<file path="config.mk">
export PLATFORM = sky130hd
export DESIGN_NAME = debug_reg_sequencer
export DESIGN_NICKNAME = d
export VERILOG_FILES = /design/src/rtl/debug_reg_sequencer_pkg.sv /design/src/rtl/debug_reg_sequencer.sv
export SDC_FILE = /design/constraint.sdc
export NUM_CORES = 1
export LEC_CHECK = 0
export CAP_MARGIN = 20
export CORE_MARGIN = 5
export CORE_UTILIZATION = 40
export CTS_BUF_LIST = sky130_fd_sc_hd__clkbuf_8 sky130_fd_sc_hd__clkbuf_16
export DETAILED_ROUTE_END_ITERATION = 8
export GPL_TIMING_DRIVEN = 0
export PLACE_DENSITY_LB_ADDON = 0.08
export SYNTH_ARGS = -nofsm -noshare
export SYNTH_HDL_FRONTEND = slang
export SYNTH_SLANG_ARGS = --single-unit
</file>
<file path="constraint.sdc">
create_clock -name clk -period 3.11 [get_ports clk]
set_clock_uncertainty 0.2 [all_clocks]
set_input_delay 0.622 -clock clk [delete_from_list [all_inputs] [get_ports clk]]
set_output_delay 0.622 -clock clk [all_outputs]
set_load 0.02 [all_outputs]
</file>
<file path="src/rtl/debug_reg_sequencer_pkg.sv">
// ----------------------------------------------------------------------------
// debug_reg_sequencer_pkg
//
// Shared definitions for the AAP register-file debug sequencer:
//   - processor state code that means "halted"
//   - debug request command codes
//   - sequencer FSM state encodings
//   - small helper to classify single-register commands
// ----------------------------------------------------------------------------
package debug_reg_sequencer_pkg;

   // Processor state value that permits debug access to the register file.
   localparam logic [2:0] STATE_HALTED = 3'd2;

   // Debug request commands as carried on req_cmd.
   typedef enum logic [1:0] {
      DBG_CMD_READ  = 2'd0,
      DBG_CMD_WRITE = 2'd1,
      DBG_CMD_DUMP  = 2'd2,
      DBG_CMD_CLEAR = 2'd3
   } dbg_cmd_e;

   // Sequencer FSM states.
   typedef enum logic [2:0] {
      DRS_IDLE  = 3'd0,
      DRS_READ  = 3'd1,
      DRS_WRITE = 3'd2,
      DRS_DUMP  = 3'd3,
      DRS_CLEAR = 3'd4,
      DRS_RESP  = 3'd5
   } drs_state_e;

   // READ and WRITE address a single register and therefore need a
   // register-number range check; DUMP and CLEAR walk the whole file.
   function automatic logic is_single_cmd(input logic [1:0] cmd);
      return (cmd == DBG_CMD_READ) || (cmd == DBG_CMD_WRITE);
   endfunction

endpackage

</file>
<file path="src/rtl/debug_reg_sequencer.sv">
// ----------------------------------------------------------------------------
// debug_reg_sequencer
//
// Sole master of the AAP register file debug port. Accepts READ, WRITE,
// DUMP and CLEAR requests over a valid/ready handshake, refuses them unless
// the processor is halted, performs one register-file access per cycle and
// returns results over a valid/ready response channel.
//
// Ports:
//   clk, rst              clock, asynchronous active-high reset
//   state                 processor state (compared against STATE_HALTED)
//   req_valid/req_ready   request handshake (ready only while idle)
//   req_cmd               0 READ, 1 WRITE, 2 DUMP, 3 CLEAR
//   req_regnum/req_wdata  target register and write data
//   rsp_valid/rsp_ready   response handshake
//   rsp_data              read data, echoed write data, or 0 on error
//   rsp_regnum            register the beat refers to
//   rsp_last              final beat of the request
//   rsp_err               request rejected or aborted
//   dbg_reg_rregnum       register file read address
//   dbg_reg_rdata         register file read data (combinational)
//   dbg_reg_wregnum/wdata register file write address/data
//   dbg_reg_we            register file write enable
//   busy                  sequencer not idle
// ----------------------------------------------------------------------------
module debug_reg_sequencer
   import debug_reg_sequencer_pkg::*;
#(
   parameter int NUM_REGS = 16,
   parameter int REGNUM_W = 6,
   parameter int DATA_W   = 16
) (
   input  logic                clk,
   input  logic                rst,
   input  logic [2:0]          state,
   input  logic                req_valid,
   output logic                req_ready,
   input  logic [1:0]          req_cmd,
   input  logic [REGNUM_W-1:0] req_regnum,
   input  logic [DATA_W-1:0]   req_wdata,
   output logic                rsp_valid,
   input  logic                rsp_ready,
   output logic [DATA_W-1:0]   rsp_data,
   output logic [REGNUM_W-1:0] rsp_regnum,
   output logic                rsp_last,
   output logic                rsp_err,
   output logic [REGNUM_W-1:0] dbg_reg_rregnum,
   input  logic [DATA_W-1:0]   dbg_reg_rdata,
   output logic [REGNUM_W-1:0] dbg_reg_wregnum,
   output logic [DATA_W-1:0]   dbg_reg_wdata,
   output logic                dbg_reg_we,
   output logic                busy
);

   localparam logic [REGNUM_W-1:0] LAST_IDX = REGNUM_W'(NUM_REGS - 1);
   localparam logic [REGNUM_W:0]   NUM_REGS_EXT = (REGNUM_W + 1)'(NUM_REGS);

   drs_state_e          fsm_r,        fsm_n;
   dbg_cmd_e            cmd_r,        cmd_n;
   logic [REGNUM_W-1:0] idx_r,        idx_n;
   logic [DATA_W-1:0]   wdata_r,      wdata_n;
   logic                rsp_valid_r,  rsp_valid_n;
   logic [DATA_W-1:0]   rsp_data_r,   rsp_data_n;
   logic [REGNUM_W-1:0] rsp_regnum_r, rsp_regnum_n;
   logic                rsp_last_r,   rsp_last_n;
   logic                rsp_err_r,    rsp_err_n;

   logic halted_s;
   logic regnum_ok_s;
   logic reject_s;

   assign halted_s    = (state == STATE_HALTED);
   // Widen by one bit so NUM_REGS == 2**REGNUM_W still compares correctly.
   assign regnum_ok_s = ({1'b0, req_regnum} < NUM_REGS_EXT);
   assign reject_s    = !halted_s || (is_single_cmd(req_cmd) && !regnum_ok_s);

   // FSM state register.
   always_ff @(posedge clk or posedge rst) begin
      if (rst) begin
         fsm_r <= DRS_IDLE;
      end else begin
         fsm_r <= fsm_n;
      end
   end

   // Latched request, index counter and response register.
   always_ff @(posedge clk or posedge rst) begin
      if (rst) begin
         cmd_r        <= DBG_CMD_READ;
         idx_r        <= '0;
         wdata_r      <= '0;
         rsp_valid_r  <= 1'b0;
         rsp_data_r   <= '0;
         rsp_regnum_r <= '0;
         rsp_last_r   <= 1'b0;
         rsp_err_r    <= 1'b0;
      end else begin
         cmd_r        <= cmd_n;
         idx_r        <= idx_n;
         wdata_r      <= wdata_n;
         rsp_valid_r  <= rsp_valid_n;
         rsp_data_r   <= rsp_data_n;
         rsp_regnum_r <= rsp_regnum_n;
         rsp_last_r   <= rsp_last_n;
         rsp_err_r    <= rsp_err_n;
      end
   end

   // Next-state logic and next values for the datapath registers.
   always_comb begin
      fsm_n        = fsm_r;
      cmd_n        = cmd_r;
      idx_n        = idx_r;
      wdata_n      = wdata_r;
      rsp_valid_n  = rsp_valid_r;
      rsp_data_n   = rsp_data_r;
      rsp_regnum_n = rsp_regnum_r;
      rsp_last_n   = rsp_last_r;
      rsp_err_n    = rsp_err_r;

      case (fsm_r)
         DRS_IDLE: begin
            if (req_valid) begin
               cmd_n = dbg_cmd_e'(req_cmd);
               if (reject_s) begin
                  // Rejected requests answer immediately without touching
                  // the register file.
                  fsm_n        = DRS_RESP;
                  rsp_valid_n  = 1'b1;
                  rsp_data_n   = '0;
                  rsp_regnum_n = req_regnum;
                  rsp_last_n   = 1'b1;
                  rsp_err_n    = 1'b1;
               end else begin
                  case (req_cmd)
                     DBG_CMD_READ: begin
                        fsm_n = DRS_READ;
                        idx_n = req_regnum;
                     end
                     DBG_CMD_WRITE: begin
                        fsm_n   = DRS_WRITE;
                        idx_n   = req_regnum;
                        wdata_n = req_wdata;
                     end
                     DBG_CMD_DUMP: begin
                        fsm_n = DRS_DUMP;
                        idx_n = '0;
                     end
                     DBG_CMD_CLEAR: begin
                        fsm_n   = DRS_CLEAR;
                        idx_n   = '0;
                        wdata_n = '0;
                     end
                     default: begin
                        fsm_n = DRS_IDLE;
                     end
                  endcase
               end
            end else begin
               fsm_n = DRS_IDLE;
            end
         end

         DRS_READ: begin
            fsm_n        = DRS_RESP;
            rsp_valid_n  = 1'b1;
            rsp_data_n   = dbg_reg_rdata;
            rsp_regnum_n = idx_r;
            rsp_last_n   = 1'b1;
            rsp_err_n    = 1'b0;
         end

         DRS_WRITE: begin
            // The write itself happens this cycle via dbg_reg_we; the
            // response simply echoes what was written.
            fsm_n        = DRS_RESP;
            rsp_valid_n  = 1'b1;
            rsp_data_n   = wdata_r;
            rsp_regnum_n = idx_r;
            rsp_last_n   = 1'b1;
            rsp_err_n    = 1'b0;
         end

         DRS_DUMP: begin
            fsm_n        = DRS_RESP;
            rsp_valid_n  = 1'b1;
            rsp_regnum_n = idx_r;
            if (!halted_s) begin
               // Processor resumed: abort the walk with an error beat.
               rsp_data_n = '0;
               rsp_last_n = 1'b1;
               rsp_err_n  = 1'b1;
            end else begin
               rsp_data_n = dbg_reg_rdata;
               rsp_last_n = (idx_r == LAST_IDX);
               rsp_err_n  = 1'b0;
            end
         end

         DRS_CLEAR: begin
            if (!halted_s) begin
               // Registers already cleared stay cleared; report where we
               // stopped.
               fsm_n        = DRS_RESP;
               rsp_valid_n  = 1'b1;
               rsp_data_n   = '0;
               rsp_regnum_n = idx_r;
               rsp_last_n   = 1'b1;
               rsp_err_n    = 1'b1;
            end else if (idx_r == LAST_IDX) begin
               fsm_n        = DRS_RESP;
               rsp_valid_n  = 1'b1;
               rsp_data_n   = '0;
               rsp_regnum_n = idx_r;
               rsp_last_n   = 1'b1;
               rsp_err_n    = 1'b0;
            end else begin
               fsm_n = DRS_CLEAR;
               idx_n = idx_r + REGNUM_W'(1);
            end
         end

         DRS_RESP: begin
            if (rsp_ready) begin
               rsp_valid_n = 1'b0;
               // Only a DUMP that has not yet produced its last beat loops
               // back; an aborted DUMP has rsp_last set and ends here.
               if ((cmd_r == DBG_CMD_DUMP) && !rsp_last_r) begin
                  fsm_n = DRS_DUMP;
                  idx_n = idx_r + REGNUM_W'(1);
               end else begin
                  fsm_n = DRS_IDLE;
               end
            end else begin
               fsm_n = DRS_RESP;
            end
         end

         default: begin
            fsm_n       = DRS_IDLE;
            rsp_valid_n = 1'b0;
         end
      endcase
   end

   assign req_ready       = (fsm_r == DRS_IDLE);
   assign busy            = (fsm_r != DRS_IDLE);

   assign rsp_valid       = rsp_valid_r;
   assign rsp_data        = rsp_data_r;
   assign rsp_regnum      = rsp_regnum_r;
   assign rsp_last        = rsp_last_r;
   assign rsp_err         = rsp_err_r;

   // The same index addresses both ports: the latched register for
   // READ/WRITE, the walk position for DUMP/CLEAR.
   assign dbg_reg_rregnum = idx_r;
   assign dbg_reg_wregnum = idx_r;
   assign dbg_reg_wdata   = wdata_r;

   // CLEAR writes are gated by the live halted check so that a processor
   // resuming mid-clear stops the write in the very same cycle.
   assign dbg_reg_we      = (fsm_r == DRS_WRITE) ||
                            ((fsm_r == DRS_CLEAR) && halted_s);

endmodule

</file>
==> results of run 1 <==
==> layout make-up <==
cell class	count	area, um2	area share
Sequential cell	52	1300	0.326
Multi-Input combinational cell	172	1170	0.292
Timing Repair Buffer	104	1050	0.263
Buffer	21	165	0.0414
Inverter	25	100	0.0251
Tap cell	80	100	0.0251
Clock buffer	5	68.8	0.0173
Clock inverter	3	38.8	0.00973
==> kinds of logic (layout without fill, tap and decap cells) <==
group | count (synthesis) | after routing
AO/OA/AOI/OAI | 88 | 88
adder cells (fa/ha/maj) | 5 | 5
buffers and inverters | 46 | 158
flip-flops | 52 | 52
multiplexers | 6 | 6
AND/OR/NAND/NOR | 73 | 73
==> sequential cells by signal, indices dropped and copies added (netlist names) <==
name / count
cmd_r: 2
dbg_reg_rregnum: 6
dbg_reg_wdata: 16
fsm_r: 3
rsp_data: 16
rsp_err: 1
rsp_last: 1
rsp_regnum: 6
rsp_valid: 1
==> synthesized netlist by cell type (all sizes together) <==
cell      n
nand3     4
a21oi    16
a41oi     1
mux2i     6
a221o     1
ha        5
o311ai    2
a2bb2oi   1
o21bai    1
a2111oi   1
o211ai    1
a22oi     2
dfrtp    52
o211a     1
buf      17
a22o      1
a31oi     4
o221ai    1
a31o      2
nor2      8
a21bo     1
o21ai    33
o22ai     2
nor3b     2
nor3      2
inv      24
nand4     1
a222oi   16
nand2    36
clkinv    1
nand2b   17
o31a      1
nor2b     1
clkbuf    4
or3       2
==> timing repair <==
action	CTS	global route
cloned	0	0
endpoints found under the setup margin	4	5
buffers inserted	1	0
gates resized for setup	5	1
hold buffers	0	0
pin swaps	2	0
==> how the worst max path moves through the flow <==
stage	from	endpoint	slack [ns]	depth (start not counted)
3_3_place_gp	fsm_r[2]	dbg_reg_we	-0.47	5
2_1_floorplan	req_cmd[1]	dbg_reg_wdata[10]	0.64	9
6_report	req_cmd[1]	dbg_reg_rregnum[3]	0.15	9
4_1_cts	req_cmd[1]	dbg_reg_rregnum[3]	0.13	9
3_5_place_dp	fsm_r[2]	dbg_reg_we	-0.50	5
5_1_grt	req_cmd[1]	dbg_reg_wdata[10]	0.05	10
==> report_power, final <==
part	leakage (nW)	switching [W]	total (W)	internal, W
clock	0.0593	0.000228	0.000464	0.000236
sequential	0.669	0.000192	0.00110	0.000906
combinational	1.09	0.000983	0.00187	0.000889
==> metal layers <==
| layer | up-vias | GRT usage | wire length [um] |
|---|---|---|---|
| met3 | 12 | 0.0402 | 509 |
| li1 | 1179 | - | - |
| met4 | 0 | 0.0520 | 106 |
| met5 | - | 0 | 0 |
| met2 | 91 | 0.296 | 3760 |
| met1 | 1228 | 0.234 | 3290 |
==> worst max-delay path, cell delays in order <==
cell and delay [ns]:
clkdlybuf4s50_1 0.53, clkinv_2 0.18, ha_1 0.24, o22ai_1 0.35
a31oi_1 0.20, a2111oi_4 0.36, buf_2 0.29, a21oi_1 0.10
a21oi_1 0.12
==> through the flow <==
stage,setup TNS [ns],util,setup slack (ns),hold slack (ns)
after floorplan,0,-,0.643,0.241
after global placement,-13.20,0.573,-0.469,0.260
after detailed placement,-8.30,0.576,-0.497,0.271
after CTS,0,0.595,0.131,0.294
after global routing,0,0.597,0.0544,0.322
final,0,0.597,0.152,0.291
==> impl_metrics.py, run 1 <==
metrics = {
    "floorplan": {
        "core_um2": 6680,
        "io_pins": 103,
        "start_util": 0.405,
        "dieHeight_um": 92.3,
        "row_count": 30,
        "dieArea_um2": 8510,
        "die_x_um": 92.3,
    },
    "yosys": {
        "ys_seq_elements": 52,
        "netlist_area_um2": 2710,
        "synth-xor-area-share": 0,
        "synth_top_area_share": 0.481,
        "syn_inst": 270,
        "synth_compound_area_frac": 0.240,
        "synth.avg_cell_area_um2": 10.0,
        "ys_seq_area_frac": 0.481,
        "synth_top_family_by_area": "compound AO/OA/AOI/OAI gates",
        "synth_area_leader_cell": "dfrtp_1",
        "synth_area_leaders": "dfrtp_1 (48%), a222oi_1 (5.9%), nand2_1 (4.9%)",
        "synth_mux_area_frac": 0.0222,
        "netlist-cell-type-count": 46,
        "synth_simple_gate_area_frac": 0.137,
        "yosysWarnings": 0,
        "syn_nets": 322,
        "yosys.area_share.adder": 0.0231,
    },
    "cts": {
        "htreeDepth": 2,
        "clkTransAtPathRegs_ns": 0.10,
        "insertion_delay_ns": 0.30,
        "cts_tree": "built",
        "clockRootBuffer": "clkbuf_8",
        "clock-sinks": 52,
        "cts_max_path_buffers": 2,
        "cts_inserted_buffers": 5,
    },
    "timing": {
        "hold_violations": 0,
        "period_needed_ns": 2.96,
        "rsz0062_at_grt": "false",
        "finalMaxSlewViolations": 0,
        "finalSetupViolations": 0,
        "max_freq_mhz": 338,
        "fin_crit_sh": 0.951,
        "tightest_slew_ns": 0.773,
        "max_slew_margin": 0.483,
    },
    "global_route": {
        "grt_start_max_net_pins": 35,
        "overflow": 0,
        "antenna_found_initial": 0,
        "globalRouteTotalUtil": 0.179,
        "grt_pass1_wl_um": 12300,
        "first_global_vias": 2481,
    },
    "pwr": {
        "irDropWorstVdd_mv": 0.284,
        "power_w": 0.00344,
        "p_leak_nw": 1.82,
        "p_per_area_nw_per_um2": 861,
    },
    "placed_design": {
        "placed_area_um2": 3850,
        "dpl.hpwl_um": 5620,
        "io_buffers": 102,
        "placedCellCount": 453,
        "place.gp.congestion": 0.853,
    },
    "outcome": {
        "status": "complete, no violations",
    },
    "detailed_routing": {
        "drcViolationCount": 0,
        "vias": 2510,
        "postRouteAntennaNets": 0,
        "drtIter0Drc": 170,
        "viasPerCell": 5.43,
        "wl_um": 7670,
        "drtPass1Iterations": 6,
        "wl_per_cell_um": 16.6,
    },
    "worst_setup_path": {
        "r2r_slack_ns": 0.63,
        "arrival_ns": 2.99,
        "reg2reg_from": "dbg_reg_rregnum[0]",
        "critPathLaunchType": "input port",
        "cp_max_fo": 10,
        "r2r-end": "rsp_data[15]",
        "required_ns": 3.15,
        "endpoint_kind": "register",
        "worstSetupPathType": "input port to register",
        "reg2regPathDepth": 7,
    },
    "finish": {
        "mostFrequentLayoutCells": "clkdlybuf4s50_1 (101), dfrtp_1 (52), nand2_1 (35), inv_1 (23)",
        "final_common_cell": "clkdlybuf4s50_1",
        "area_growth_pct": 47.3,
        "diodes": 0,
        "fin_area_um2": 3990,
        "nNetsFinal": 433,
        "fillers": 635,
        "final_cells": 462,
        "final_layout_size_suffix_gt1_frac": 0.136,
    },
    "job": {
        "cap_viol_max_count": 0,
    },
    "min_path": {
        "min_from": "rsp_regnum[5]",
        "min_path_cells": 2,
        "hold_path_end": "rsp_regnum[5]",
        "hp-class": "register to register",
    },
}
No activity file was read; power rests on OpenSTA's default activity.
==> inputs of run 2 (changes only) <==
--- a/config.mk
+++ b/config.mk
@@ -7,11 +7,12 @@
 export LEC_CHECK = 0
 export CAP_MARGIN = 20
 export CORE_MARGIN = 5
-export CORE_UTILIZATION = 40
+export CORE_UTILIZATION = 44
 export CTS_BUF_LIST = sky130_fd_sc_hd__clkbuf_8 sky130_fd_sc_hd__clkbuf_16
 export DETAILED_ROUTE_END_ITERATION = 8
 export GPL_TIMING_DRIVEN = 0
 export PLACE_DENSITY_LB_ADDON = 0.08
+export REMOVE_ABC_BUFFERS = 1
 export SYNTH_ARGS = -nofsm -noshare
 export SYNTH_HDL_FRONTEND = slang
 export SYNTH_SLANG_ARGS = --single-unit
==> run 2 against run 1 <==
  * Register-to-register slack got worse by 0.07 ns
  * Core utilization grew 5.5 points
  * Setup slack worse by 0.046 ns
  * Final cell count shrank 4.5%
  * Critical path type is now register to output pin
  * Sequential power is essentially flat
  * Global-route usage up 1.7 points
  * Count of clock-buffer cells in the layout unchanged
  * First-iteration DRC count is 9.4% lower
  * Critical path depth is 5 lower
  * Largest cell class unchanged
==> impl_metrics.py, run 2 (same netlist as run 1, synthesis figures left out) <==
metrics = {
    "outcome": {
        "status": "complete, no violations",
    },
    "timing": {
        "setup_tns_ns": 0,
        "finalMaxSlewViolations": 0,
        "finalSetupViolations": 0,
        "tightest_slew_ns": 0.788,
        "max_freq_mhz": 333,
        "period_needed_ns": 3.00,
        "worst_slack_ns": 0.107,
        "rsz0062_at_grt": "false",
        "fin_crit_sh": 0.966,
        "max_slew_margin": 0.473,
        "hold_violations": 0,
    },
    "pwr": {
        "irDropWorstVdd_mv": 0.482,
        "p_per_area_nw_per_um2": 840,
        "power_w": 0.00326,
        "p_leak_nw": 1.75,
    },
    "worst_setup_path": {
        "worst_path_max_delay_cell": "clkdlybuf4s50_1",
        "required_ns": 2.29,
        "cp_max_fo": 8,
        "worstSetupPathType": "register to output pin",
        "reg2regPathDepth": 6,
        "arrival_ns": 2.18,
        "crit_path_max_incr_delay_ns": 0.59,
        "critPathLaunchType": "register",
        "endpoint_kind": "output pin",
        "worstPathCellList": "inv_1 > nor3_4 > a31o_2 > clkdlybuf4s50_1",
    },
    "min_path": {
        "min_path_cells": 2,
        "hp-class": "register to register",
    },
    "cts": {
        "htreeDepth": 2,
        "clockRootBuffer": "clkbuf_8",
        "hold_buffers": 0,
        "cts_tree": "built",
        "cts_inserted_buffers": 5,
        "cts_max_path_buffers": 2,
        "insertion_delay_ns": 0.31,
        "clock-sinks": 52,
        "clkTransAtPathRegs_ns": 0.09,
    },
    "global_route": {
        "grt_pass1_wl_um": 12000,
        "grt_start_max_net_pins": 42,
        "overflow": 0,
        "first_global_vias": 2495,
        "antenna_found_initial": 0,
        "globalRouteTotalUtil": 0.196,
    },
    "detailed_routing": {
        "met3_length_um": 687,
        "drtPass1Iterations": 5,
        "m1WireLength_um": 3010,
        "met2_length_um": 3540,
        "wl_per_cell_um": 16.7,
        "highest_layer": "met4",
        "wl_um": 7350,
        "postRouteAntennaNets": 0,
        "drtIter0Drc": 154,
        "drcViolationCount": 0,
        "vias": 2417,
        "viasPerCell": 5.48,
    },
    "finish": {
        "diodes": 0,
        "fillers": 528,
        "nNetsFinal": 417,
        "final_common_cell": "clkdlybuf4s50_1",
        "area_growth_pct": 43.4,
        "mostFrequentLayoutCells": "clkdlybuf4s50_1 (102), dfrtp_1 (52), nand2_1 (35), inv_1 (24)",
        "final_layout_size_suffix_gt1_frac": 0.115,
    },
    "placed_design": {
        "dpl.hpwl_um": 5220,
        "io_buffers": 102,
        "place.gp.congestion": 0.784,
        "place_ws_ns": -0.856,
    },
    "floorplan": {
        "die_x_um": 88.4,
        "core_um2": 5960,
        "dieHeight_um": 88.4,
        "row_count": 28,
        "start_util": 0.454,
        "dieArea_um2": 7820,
        "io_pins": 103,
    },
    "job": {
        "cap_viol_max_count": 0,
    },
}
[run 2: repair_timing]
action                                  in CTS  in global routing
setup buffers                                2                  2
endpoints found under the setup margin      42                 36
cloned                                       0                  0
resized for setup                            4                  3
pin swaps                                    1                  1
[run 2: layout make-up]
cell class              instances  area (um2)  share of cell area
clock inverters                 3        16.3             0.00419
clock buffers                   5        68.8              0.0177
multi-input cells             172        1190               0.306
inverters                      25         103              0.0264
well taps                      75        93.8              0.0242
flip-flops and latches         52        1300               0.335
repair buffers                109        1110               0.286
[run 2: report_power, final]
part	internal [W]	switching [W]	total, W
Clock	0.000155	0.000229	0.000384
Combinational	0.000816	0.000928	0.00174
Sequential	0.000906	0.000226	0.00113
[run 2: layer usage]
| layer | vias to the layer above | GRT usage |
|---|---|---|
| met5 | - | 0 |
| met4 | 0 | 0.0577 |
| met3 | 12 | 0.0559 |
| met2 | 94 | 0.336 |
| met1 | 1154 | 0.240 |
| li1 | 1157 | - |
[run 2: worst paths after layout]
path / end / from / slack, ns
min reg2reg: rsp_regnum[2] / rsp_regnum[2] / 0.28
min: rsp_regnum[2] / rsp_regnum[2] / 0.28
min in group asynchronous: rsp_regnum[1] / rst / 0.36
max reg2reg: rsp_data[14] / dbg_reg_rregnum[1] / 0.56
max in group asynchronous: cmd_r[1] / rst / 1.84
max: dbg_reg_we / fsm_r[1] / 0.11
[run 2: worst max-delay path, delay by kind of cell, from the launching register on]
| kind | cells | cell delay (ns) |
|---|---|---|
| AO/OA/AOI/OAI | 1 | 0.16 |
| AND/OR/NAND/NOR | 1 | 0.40 |
| flip-flops | 1 | 0.51 |
| buffers and inverters | 2 | 0.79 |
[run 2: metrics by stage]
| step | hold WS, ns | cells | util | area [um2] |
|---|---|---|---|---|
| 4_1_cts | 0.290 | 439 | 0.646 | 3850 |
| 2_1_floorplan | 0.241 | 249 | - | 2540 |
| 5_1_grt | 0.315 | 441 | 0.652 | 3880 |
| 3_3_place_gp | 0.262 | 426 | 0.614 | 3660 |
| 3_5_place_dp | 0.270 | 429 | 0.625 | 3720 |
| 6_report | 0.285 | 441 | 0.652 | 3880 |
==> inputs of run 3 (changes only) <==
--- a/config.mk
+++ b/config.mk
@@ -7,11 +7,11 @@
 export LEC_CHECK = 0
 export CAP_MARGIN = 20
 export CORE_MARGIN = 5
-export CORE_UTILIZATION = 44
+export CORE_UTILIZATION = 48
 export CTS_BUF_LIST = sky130_fd_sc_hd__clkbuf_8 sky130_fd_sc_hd__clkbuf_16
 export DETAILED_ROUTE_END_ITERATION = 8
 export GPL_TIMING_DRIVEN = 0
-export PLACE_DENSITY_LB_ADDON = 0.08
+export PLACE_DENSITY = 0.93
 export REMOVE_ABC_BUFFERS = 1
 export SYNTH_ARGS = -nofsm -noshare
 export SYNTH_HDL_FRONTEND = slang
==> constraint.sdc (replaced) <==
create_clock -name clk -period 3.5 [get_ports clk]
set_clock_uncertainty 0.2 [all_clocks]
set_input_delay 0.7 -clock clk [delete_from_list [all_inputs] [get_ports clk]]
set_output_delay 0.7 -clock clk [all_outputs]
set_load 0.02 [all_outputs]
==> run 3 against run 2 <==
  * Final area fell by 1.6%
  * Core utilization rose by 4.2 points
  * Combinational power shrank 13%
  * Largest power group unchanged
==> impl_metrics.py, run 3 (same netlist as run 1, synthesis figures left out) <==
metrics = {
    "timing": {
        "max_slew_margin": 0.518,
        "finalSetupViolations": 0,
        "finalMaxSlewViolations": 0,
        "max_freq_mhz": 305,
        "tightest_slew_ns": 0.721,
        "setup_tns_ns": 0,
        "rsz0062_at_grt": "false",
        "fin_crit_sh": 0.937,
        "hold_violations": 0,
        "period_needed_ns": 3.28,
    },
    "worst_setup_path": {
        "arrival_ns": 3.27,
        "critPathLaunchType": "input port",
        "reg2regPathDepth": 6,
        "reg2reg_from": "dbg_reg_rregnum[0]",
        "cp_max_fo": 25,
        "worstSetupPathType": "input port to register",
        "r2r_slack_ns": 0.85,
        "endpoint_kind": "register",
        "required_ns": 3.49,
        "critPathMostFrequentCell": "nand2_1",
        "r2r-end": "rsp_data[2]",
        "critPathTopFamily": "buffers and inverters",
        "worstPathCellList": "clkdlybuf4s50_1 > clkinv_1 > ha_1 > o22ai_1 > nand2_1 > or3_1 > buf_16 > nand2_1 > o21ai_2",
        "crit_path_max_incr_delay_ns": 0.61,
        "worst_path_max_delay_cell": "or3_1",
        "critPathBufInv": 3,
    },
    "global_route": {
        "first_global_vias": 2528,
        "overflow": 0,
        "grt_pass1_wl_um": 12100,
        "globalRouteTotalUtil": 0.204,
        "use_met1": 0.244,
        "grt_use_met3": 0.0650,
        "grtUsageMet2": 0.357,
        "grt_start_max_net_pins": 42,
        "grt.busiest_layer": "met2",
        "antenna_found_initial": 0,
    },
    "detailed_routing": {
        "postRouteAntennaNets": 0,
        "wl_um": 7100,
        "wl_per_cell_um": 16.4,
        "drtPass1Iterations": 8,
        "vias": 2379,
        "drtIter0Drc": 124,
        "drcViolationCount": 0,
        "viasPerCell": 5.48,
    },
    "pwr": {
        "p_leak_nw": 1.71,
        "irDropWorstVdd_mv": 0.407,
        "p_per_area_nw_per_um2": 748,
    },
    "min_path": {
        "hp-class": "register to register",
        "min_from": "rsp_regnum[0]",
        "min_path_cells": 2,
        "hold_path_end": "rsp_regnum[0]",
    },
    "finish": {
        "fin_area_um2": 3820,
        "final_common_cell": "clkdlybuf4s50_1",
        "final_layout_size_suffix_gt1_frac": 0.102,
        "nNetsFinal": 413,
        "diodes": 0,
        "final_util": 0.693,
        "fillers": 381,
        "area_growth_pct": 41.1,
        "mostFrequentLayoutCells": "clkdlybuf4s50_1 (102), dfrtp_1 (52), nand2_1 (35), inv_1 (22)",
    },
    "floorplan": {
        "core_um2": 5510,
        "dieHeight_um": 85.1,
        "row_count": 27,
        "dieArea_um2": 7240,
        "die_x_um": 85.1,
        "start_util": 0.491,
        "io_pins": 103,
    },
    "placed_design": {
        "place.gp.congestion": 0.852,
        "placed_area_um2": 3720,
        "dpl.hpwl_um": 5330,
        "io_buffers": 102,
    },
    "cts": {
        "htreeDepth": 2,
        "hold_buffers": 0,
        "clkTransAtPathRegs_ns": 0.10,
        "cts_max_path_buffers": 2,
        "clock-sinks": 52,
        "insertion_delay_ns": 0.30,
        "cts_tree": "built",
        "cts_inserted_buffers": 5,
        "clockRootBuffer": "clkbuf_8",
    },
    "job": {
        "cap_viol_max_count": 0,
    },
    "outcome": {
        "status": "complete, no violations",
    },
}
-- run 3: what timing repair did --
item | CTS | global route
setup endpoints to repair | 3 | 2
pin swaps | 0 | 1
resized for setup | 2 | 0
setup buffers | 0 | 0
-- run 3: power by group --
group          switching (W)  total, W  internal (W)
Clock               0.000198  0.000338      0.000140
Sequential          0.000197   0.00100      0.000805
Combinational       0.000815   0.00152      0.000702
-- run 3: routing by layer --
metal  up-vias  wire length (um)
met4         0                55
met1      1123              2800
met3         5               688
met5         -                 0
met2       102              3560
li1       1149                 -
-- run 3: tightest hold or removal path, cell delays in order (launching register included) --
cell and delay, ns:
dfrtp_1 0.35, nand2_1 0.04, o21ai_0 0.06
-- run 3: cell type report --
class / instances / area [um2] / area share
multi-input cells: 172 / 1160 / 0.304
clock buffers: 5 / 68.8 / 0.0180
flip-flops and latches: 52 / 1300 / 0.341
clock inverters: 3 / 18.8 / 0.00491
repair buffers: 105 / 1080 / 0.283
well taps: 72 / 90.1 / 0.0236
inverters: 25 / 98.8 / 0.0259
-- run 3: worst max-delay path by stage --
stage,endpoint,from,slack [ns],cells after the start
final,dbg_reg_wdata[8],req_cmd[1],0.22,9
after global routing,dbg_reg_rregnum[0],req_cmd[1],0.01,8
after CTS,dbg_reg_rregnum[0],req_cmd[1],0.17,8
after detailed placement,dbg_reg_rregnum[0],req_cmd[1],-0.47,8
after global placement,dbg_reg_we,fsm_r[1],-0.46,4
after floorplan,dbg_reg_rregnum[0],req_cmd[1],0.57,7
-- run 3: through the flow --
stage | hold WS (ns) | total power (W) | worst slack [ns] | std cells
2_1_floorplan | 0.241 | 0.00182 | 0.567 | 249
3_3_place_gp | 0.260 | 0.00247 | -0.464 | 423
3_5_place_dp | 0.270 | 0.00252 | -0.470 | 426
4_1_cts | 0.292 | 0.00288 | 0.174 | 434
5_1_grt | 0.324 | 0.00305 | 0.0136 | 434
6_report | 0.287 | 0.00286 | 0.221 | 434
